===== src/rtl/psram_cal_pkg.sv =====
// Shared definitions for the PSRAM capture-phase calibrator.
// Latency: none (types and constants only).
// Backpressure: none (types and constants only).
package psram_cal_pkg;

  // Width of the phase_sel index; covers up to 8 selectable phases.
  localparam int PHASE_W       = 3;

  // Default sizing used by the top level when not overridden.
  localparam int DEF_NUM_PHASE = 4;
  localparam int DEF_LOCK_WAIT = 64;
  localparam int DEF_SETTLE    = 16;
  localparam int DEF_TIMEOUT   = 256;

  // Calibration sequencer states.
  typedef enum logic [2:0] {
    S_LOCKWAIT,
    S_IDLE,
    S_SETTLE,
    S_TEST,
    S_NEXT,
    S_PICK,
    S_DONE,
    S_FAIL
  } cal_state_e;

endpackage


===== src/rtl/psram_lock_filter.sv =====
// Qualifies the PLL lock: requires LOCK_WAIT consecutive high samples of locked_i.
// Latency: lock_ok_o rises on the cycle whose edge completes the LOCK_WAIT-th high sample.
// Backpressure: none; any low sample clears the count immediately.
module psram_lock_filter #(
  parameter int LOCK_WAIT = 64
) (
  input  logic clk_i,
  input  logic rst_i,
  input  logic locked_i,
  output logic lock_ok_o
);

  localparam int CNT_W = $clog2(LOCK_WAIT + 1);

  logic [CNT_W-1:0] cnt_q;
  logic [CNT_W-1:0] cnt_d;

  // Count consecutive lock samples, saturating at LOCK_WAIT; a drop restarts from zero.
  always_comb begin
    cnt_d = cnt_q;
    if (!locked_i) begin
      cnt_d = '0;
    end else if (cnt_q != CNT_W'(LOCK_WAIT)) begin
      cnt_d = cnt_q + 1'b1;
    end
  end

  // Count register.
  always_ff @(posedge clk_i) begin
    if (rst_i) begin
      cnt_q <= '0;
    end else begin
      cnt_q <= cnt_d;
    end
  end

  // Flag looks at the next count so the sequencer can leave reset on the same edge
  // the count reaches LOCK_WAIT.
  assign lock_ok_o = locked_i && (cnt_d == CNT_W'(LOCK_WAIT));

endmodule


===== src/rtl/psram_phase_cal.sv =====
// Sweeps PSRAM capture phases, then picks the centre of the longest passing run; watchdog under PHASE_CAL_TIMEOUT_EN.
// Latency: SETTLE cycles per phase before test_req, one PICK cycle, all outputs registered.
// Backpressure: test_req held until test_ack (or watchdog expiry); cal_start ignored while a sweep runs.
module psram_phase_cal
  import psram_cal_pkg::*;
#(
  parameter int NUM_PHASE = DEF_NUM_PHASE,
  parameter int LOCK_WAIT = DEF_LOCK_WAIT,
  parameter int SETTLE    = DEF_SETTLE,
  parameter int TIMEOUT   = DEF_TIMEOUT
) (
  input  logic                 clk,
  input  logic                 rst,
  input  logic                 locked,
  input  logic                 cal_start,
  output logic                 ctrl_rst,
  output logic [PHASE_W-1:0]   phase_sel,
  output logic                 test_req,
  input  logic                 test_ack,
  input  logic                 test_pass,
  output logic [NUM_PHASE-1:0] pass_mask,
  output logic                 cal_done,
  output logic                 cal_fail
);

  // One shared counter serves the settle delay and, when enabled, the test watchdog.
  localparam int CNT_MAX = (SETTLE > TIMEOUT) ? SETTLE : TIMEOUT;
  localparam int CNT_W   = $clog2(CNT_MAX + 1);
  localparam int LEN_W   = PHASE_W + 1;

  cal_state_e             state_q, state_d;
  logic [PHASE_W-1:0]     phase_q, phase_d;
  logic [NUM_PHASE-1:0]   mask_q, mask_d;
  logic [CNT_W-1:0]       cnt_q, cnt_d;
  logic                   req_q, req_d;
  logic                   done_q, done_d;
  logic                   fail_q, fail_d;
  logic                   crst_q, crst_d;
  logic                   lock_ok;

  logic [LEN_W-1:0]       run_len, run_start;
  logic [LEN_W-1:0]       best_len, best_start;
  logic [PHASE_W-1:0]     pick_phase;

  psram_lock_filter #(
    .LOCK_WAIT (LOCK_WAIT)
  ) u_lock_filter (
    .clk_i     (clk),
    .rst_i     (rst),
    .locked_i  (locked),
    .lock_ok_o (lock_ok)
  );

  // Longest run of passing phases, scanned low to high without wrap; strict '>' keeps the lowest start on ties.
  always_comb begin
    run_len    = '0;
    run_start  = '0;
    best_len   = '0;
    best_start = '0;
    for (int i = 0; i < NUM_PHASE; i++) begin
      if (mask_q[i]) begin
        if (run_len == '0) begin
          run_start = LEN_W'(i);
        end
        run_len = run_len + 1'b1;
        if (run_len > best_len) begin
          best_len   = run_len;
          best_start = run_start;
        end
      end else begin
        run_len = '0;
      end
    end
  end

  // Centre of the winning run, rounding toward its start for even lengths.
  assign pick_phase = PHASE_W'(best_start + ((best_len - 1'b1) >> 1));

  // Sequencer next-state and output logic; lock loss outranks every other input.
  always_comb begin
    state_d = state_q;
    phase_d = phase_q;
    mask_d  = mask_q;
    cnt_d   = cnt_q;
    req_d   = req_q;
    done_d  = done_q;
    fail_d  = fail_q;
    crst_d  = crst_q;

    if ((state_q != S_LOCKWAIT) && !locked) begin
      state_d = S_LOCKWAIT;
      crst_d  = 1'b1;
      req_d   = 1'b0;
      done_d  = 1'b0;
      fail_d  = 1'b0;
      mask_d  = '0;
      phase_d = '0;
      cnt_d   = '0;
    end else begin
      unique case (state_q)
        S_LOCKWAIT: begin
          if (lock_ok) begin
            state_d = S_IDLE;
            crst_d  = 1'b0;
          end
        end
        S_IDLE, S_DONE, S_FAIL: begin
          if (cal_start) begin
            state_d = S_SETTLE;
            mask_d  = '0;
            done_d  = 1'b0;
            fail_d  = 1'b0;
            phase_d = '0;
            cnt_d   = '0;
          end
        end
        S_SETTLE: begin
          if (cnt_q == CNT_W'(SETTLE - 1)) begin
            state_d = S_TEST;
            req_d   = 1'b1;
            cnt_d   = '0;
          end else begin
            cnt_d = cnt_q + 1'b1;
          end
        end
        S_TEST: begin
          if (req_q && test_ack) begin
            for (int i = 0; i < NUM_PHASE; i++) begin
              if (PHASE_W'(i) == phase_q) begin
                mask_d[i] = test_pass;
              end
            end
            req_d   = 1'b0;
            state_d = S_NEXT;
            cnt_d   = '0;
          end
`ifdef PHASE_CAL_TIMEOUT_EN
          else if (cnt_q == CNT_W'(TIMEOUT - 1)) begin
            // No answer within TIMEOUT cycles of test_req rising: score the phase as failed.
            for (int i = 0; i < NUM_PHASE; i++) begin
              if (PHASE_W'(i) == phase_q) begin
                mask_d[i] = 1'b0;
              end
            end
            req_d   = 1'b0;
            state_d = S_NEXT;
            cnt_d   = '0;
          end else begin
            cnt_d = cnt_q + 1'b1;
          end
`else
          // Without the watchdog the sweep waits on test_ack indefinitely.
`endif
        end
        S_NEXT: begin
          if (phase_q == PHASE_W'(NUM_PHASE - 1)) begin
            state_d = S_PICK;
          end else begin
            phase_d = phase_q + 1'b1;
            state_d = S_SETTLE;
            cnt_d   = '0;
          end
        end
        S_PICK: begin
          if (best_len != '0) begin
            phase_d = pick_phase;
            done_d  = 1'b1;
            state_d = S_DONE;
          end else begin
            phase_d = '0;
            fail_d  = 1'b1;
            state_d = S_FAIL;
          end
        end
        default: begin
          state_d = S_LOCKWAIT;
        end
      endcase
    end
  end

  // State and output registers; controller held in reset until lock qualifies.
  always_ff @(posedge clk) begin
    if (rst) begin
      state_q <= S_LOCKWAIT;
      phase_q <= '0;
      mask_q  <= '0;
      cnt_q   <= '0;
      req_q   <= 1'b0;
      done_q  <= 1'b0;
      fail_q  <= 1'b0;
      crst_q  <= 1'b1;
    end else begin
      state_q <= state_d;
      phase_q <= phase_d;
      mask_q  <= mask_d;
      cnt_q   <= cnt_d;
      req_q   <= req_d;
      done_q  <= done_d;
      fail_q  <= fail_d;
      crst_q  <= crst_d;
    end
  end

  assign ctrl_rst  = crst_q;
  assign phase_sel = phase_q;
  assign test_req  = req_q;
  assign pass_mask = mask_q;
  assign cal_done  = done_q;
  assign cal_fail  = fail_q;

endmodule


===== config.mk =====
export PLATFORM = sky130hd
export DESIGN_NAME = psram_phase_cal
export DESIGN_NICKNAME = d
export VERILOG_FILES = /design/src/rtl/psram_cal_pkg.sv /design/src/rtl/psram_lock_filter.sv /design/src/rtl/psram_phase_cal.sv
export SDC_FILE = /design/constraint.sdc
export NUM_CORES = 1
export LEC_CHECK = 0
export BUFFER_PORTS_ARGS = -buffer_cell sky130_fd_sc_hd__buf_2
export CAP_MARGIN = 25
export CELL_PAD_IN_SITES_DETAIL_PLACEMENT = 1
export CELL_PAD_IN_SITES_GLOBAL_PLACEMENT = 1
export CORE_ASPECT_RATIO = 2
export CORE_MARGIN = 2
export CORE_UTILIZATION = 46
export CTS_BUF_LIST = sky130_fd_sc_hd__clkbuf_4
export CTS_CLUSTER_DIAMETER = 50
export DETAILED_ROUTE_END_ITERATION = 12
export GPL_TIMING_DRIVEN = 0
export PLACE_DENSITY = 0.86
export SETUP_SLACK_MARGIN = 0.5
export SLEW_MARGIN = 20
export SYNTH_ARGS = -nofsm -noshare
export SYNTH_HDL_FRONTEND = slang
export SYNTH_SLANG_ARGS = --single-unit

===== constraint.sdc =====
create_clock -name clk -period 4 [get_ports clk]
set_input_delay 0.6 -clock clk [delete_from_list [all_inputs] [get_ports clk]]
set_output_delay 0.6 -clock clk [all_outputs]
set_load 0.01 [all_outputs]

==> impl_metrics.yaml <==
synth:
  yosys.area_share.simple_pct: 27.2
  syn_area_per_cell_um2: 7.96
  synth_top_family_by_area: "simple AND/OR/NAND/NOR gates"
  synth_compound_area_share_pct: 16.3
  synth.area.mux_share_pct: 2.95
  synth_enable_flop_cells: 0
  ys_dominant_reg_cell: "dfxtp_1"
  synth_xor_area_share_pct: 6.33
  syn_area_um2: 2080
  ys_async_sr_fraction_pct: 0
  synth_nets: 287
  syn_inst: 261
  yosysWarnings: 0
  synth_cell_types: 47
  ys_seq_area_share_pct: 28.9
  synth_fa_ha_area_share_pct: 12.4
  ys_ff_latch: 30
critical_path:
  r2r-start: "pass_mask[0]"
  arrival_ps: 3530
  regToRegSetupSlack_ps: 750
  setup.worst_path.start: "pass_mask[0]"
  path_class: "reg2reg"
  slowest_delay_ps: 460
  cp_max_fo: 6
  cp.required_ps: 4280
  reg2reg_depth: 12
  cp_cell_sequence: "inv_1 -> ha_1 -> nand2b_1 -> a211oi_1 -> nor3b_1 -> mux2i_1 -> o21ai_0 -> ha_1 -> fa_1 -> nor4b_1 -> o21ai_1 -> a31oi_1"
  crit_end: "phase_sel[2]"
  crit_top_cell: "ha_1"
  cp_slowest_cell: "nor3b_1"
  r2r_end: "phase_sel[2]"
  cp-start-kind: "flip-flop"
  crit_family: "adder cells"
  critical_path_buf_inv_count: 1
  crit_path_end_kind: "flip-flop"
  cp.depth: 12
route:
  num_vias: 1954
  drc: 0
  routed_via_density: 5.76
  wl_um: 5310
  top_layer_used: "met4"
  wl_met3_um: 109
  ant_nets: 0
  wl_met1_um: 1720
  met2_length_um: 3340
  wl_per_cell_um: 15.7
  drt_iter0_drc: 22
  first_pass_iters: 4
sta:
  fmax_mhz: 308
  tightest_slew_ps: 546
  fin_hold_ws_ps: 457
  finalSetupViolations: 0
  fin_crit_sh_pct: 81.2
  rsz0062_at_grt: "false"
  period_needed_ps: 3250
  finalHoldViolCount: 0
  slew_headroom_pct: 63.2
  slew_viol_final: 0
  finalClockSkew_ps: 12.7
  fin_tns_setup_ps: 0
floorplan:
  start_util_pct: 47.9
  die_height_um: 99.0
  ios: 17
  die_area_um2: 5100
  die_w_um: 51.5
  rows: 34
  coreArea_um2: 4340
global_route:
  grt_overflow: 0
  grt_pass1_wl_um: 9100
  grt_max_degree: 11
  grt_antenna_before_repair: 0
  grt_usage_pct: 23.4
  grt_pass1_vias: 2119
clock_tree:
  cts_resized: 0
  cts_tree: "yes"
  clock-sinks: 30
  clk_path_buf_depth: 2
  cts_buffers: 5
  root_buffer: "clkbuf_4"
  cts.clk_slew.worst_paths_ps: 100
  clkLatencyLatePin_ps: 340
  holdBufCountCts: 0
  post_cts_buffers: 0
  htree_levels: 2
cells_and_area:
  nets: 310
  fill_cells: 574
  layout-drive-gt1-share_pct: 13.3
  diodes: 0
  area_delta_synth_final_pct: 9.70
  seq_area_um2: 601
  multi_input_area_um2: 1360
place:
  place.gp.congestion: 0.782
  numPortBuffers: 16
  post-dp-hpwl_um: 4340
outcome:
  status: "complete, no violations"
flow_run:
  maxCapViolCount: 0
power:
  p_leak_uw: 0.000866
  p_per_area_nw_per_um2: 221
  ir_drop_v: 0.000191
worst_hold_path:
  hold_class: "in2reg"
## worst register-to-register path: stages, from the launching register on
cell	delay (ps)
dfxtp_1	450
inv_1	110
ha_1	330
nand2b_1	130
a211oi_1	70
nor3b_1	460
mux2i_1	230
o21ai_0	120
ha_1	230
fa_1	410
nor4b_1	350
o21ai_1	130
a31oi_1	160
## layer usage
layer,track usage (%),up-vias
met3,3.33,13
met5,0,-
met1,19.3,950
met4,10.1,0
met2,49.2,29
li1,-,962
## registers in the layout (all words and copies together), names as in the netlist
register             count
cal_fail                 1
state_q                  3
cal_done                 1
u_lock_filter.cnt_q      7
test_req                 1
pass_mask                4
ctrl_rst                 1
phase_sel                3
cnt_q                    9
## worst min-delay path by stage
stage	end	cells after the start	from
2_1_floorplan	cnt_q[8]	2	cnt_q[8]
3_3_place_gp	cal_done	2	cal_done
3_5_place_dp	ctrl_rst	2	ctrl_rst
4_1_cts	test_req	2	test_ack
5_1_grt	test_req	2	test_ack
6_report	test_req	2	test_ack
## cells in the mapped netlist (3+ instances only)
cell,n,area (um^2)
o21ai_0,17,85.1
or2_2,3,18.8
nand3_1,13,65.1
inv_1,17,63.8
nand2_1,19,71.3
nor3b_1,3,22.5
a21oi_1,15,75.1
mux2i_1,5,50.1
nor3_1,9,45.0
nor4_1,5,31.3
nor2_1,31,116
and3_1,3,18.8
ha_1,19,238
a31oi_1,5,31.3
nand3b_1,3,22.5
buf_2,4,20.0
xor2_1,4,35.0
nor2b_1,6,37.5
xnor2_1,11,96.3
nand4_1,4,25.0
nand2b_1,4,25.0
dfxtp_1,30,601
## layout by cell type, fill, tap and decap left out, drive strengths merged, types with 4 or more instances in the layout
cell	synthesis	final
buf	7	23
nor4	5	5
nand2b	4	4
nor3	9	9
nand4	4	4
nand2	19	19
o21ai	19	19
xor2	4	4
nor2	31	31
a21oi	15	15
xnor2	11	11
nor2b	6	6
inv	17	17
mux2i	5	5
ha	19	19
a31oi	5	5
clkbuf	2	8
nand3	13	13
dfxtp	30	30
## area by class of cell
| class | count | area share, % |
|---|---|---|
| Sequential cell | 30 | 26.4 |
| Timing Repair Buffer | 16 | 3.51 |
| Inverter | 17 | 2.80 |
| Buffer | 9 | 2.53 |
| Clock inverter | 2 | 0.384 |
| Tap cell | 54 | 2.97 |
| Clock buffer | 6 | 1.98 |
| Multi-Input combinational cell | 205 | 59.5 |
## power by group
| part | total, uW | internal (uW) | switching, uW |
|---|---|---|---|
| combinational | 20.4 | 7.44 | 13.0 |
| sequential | 301 | 299 | 1.65 |
| clock | 181 | 72.7 | 108 |
| total | 502 | 380 | 123 |
## through the flow
stage          area (um^2)  util [%]  cells  setup WS [ps]  total power, uW
6_report              2280      52.5    339            751              502
5_1_grt               2280      52.5    339            521              516
4_1_cts               2280      52.5    339            726              509
3_5_place_dp          2220      51.3    331            740              329
3_3_place_gp          2220      51.3    331            839              328
2_1_floorplan         2080         -    261           1150              319
## logic make-up after synthesis
group,count (synthesis)
adders and majority gates,20
xor gates and xnor gates,15
buffers and inverters,26
AOI/OAI and AO/OA,54
DFF,30
muxes,6
and+or+nand+nor,110
Note: power is estimated with default switching activity, not from simulation.
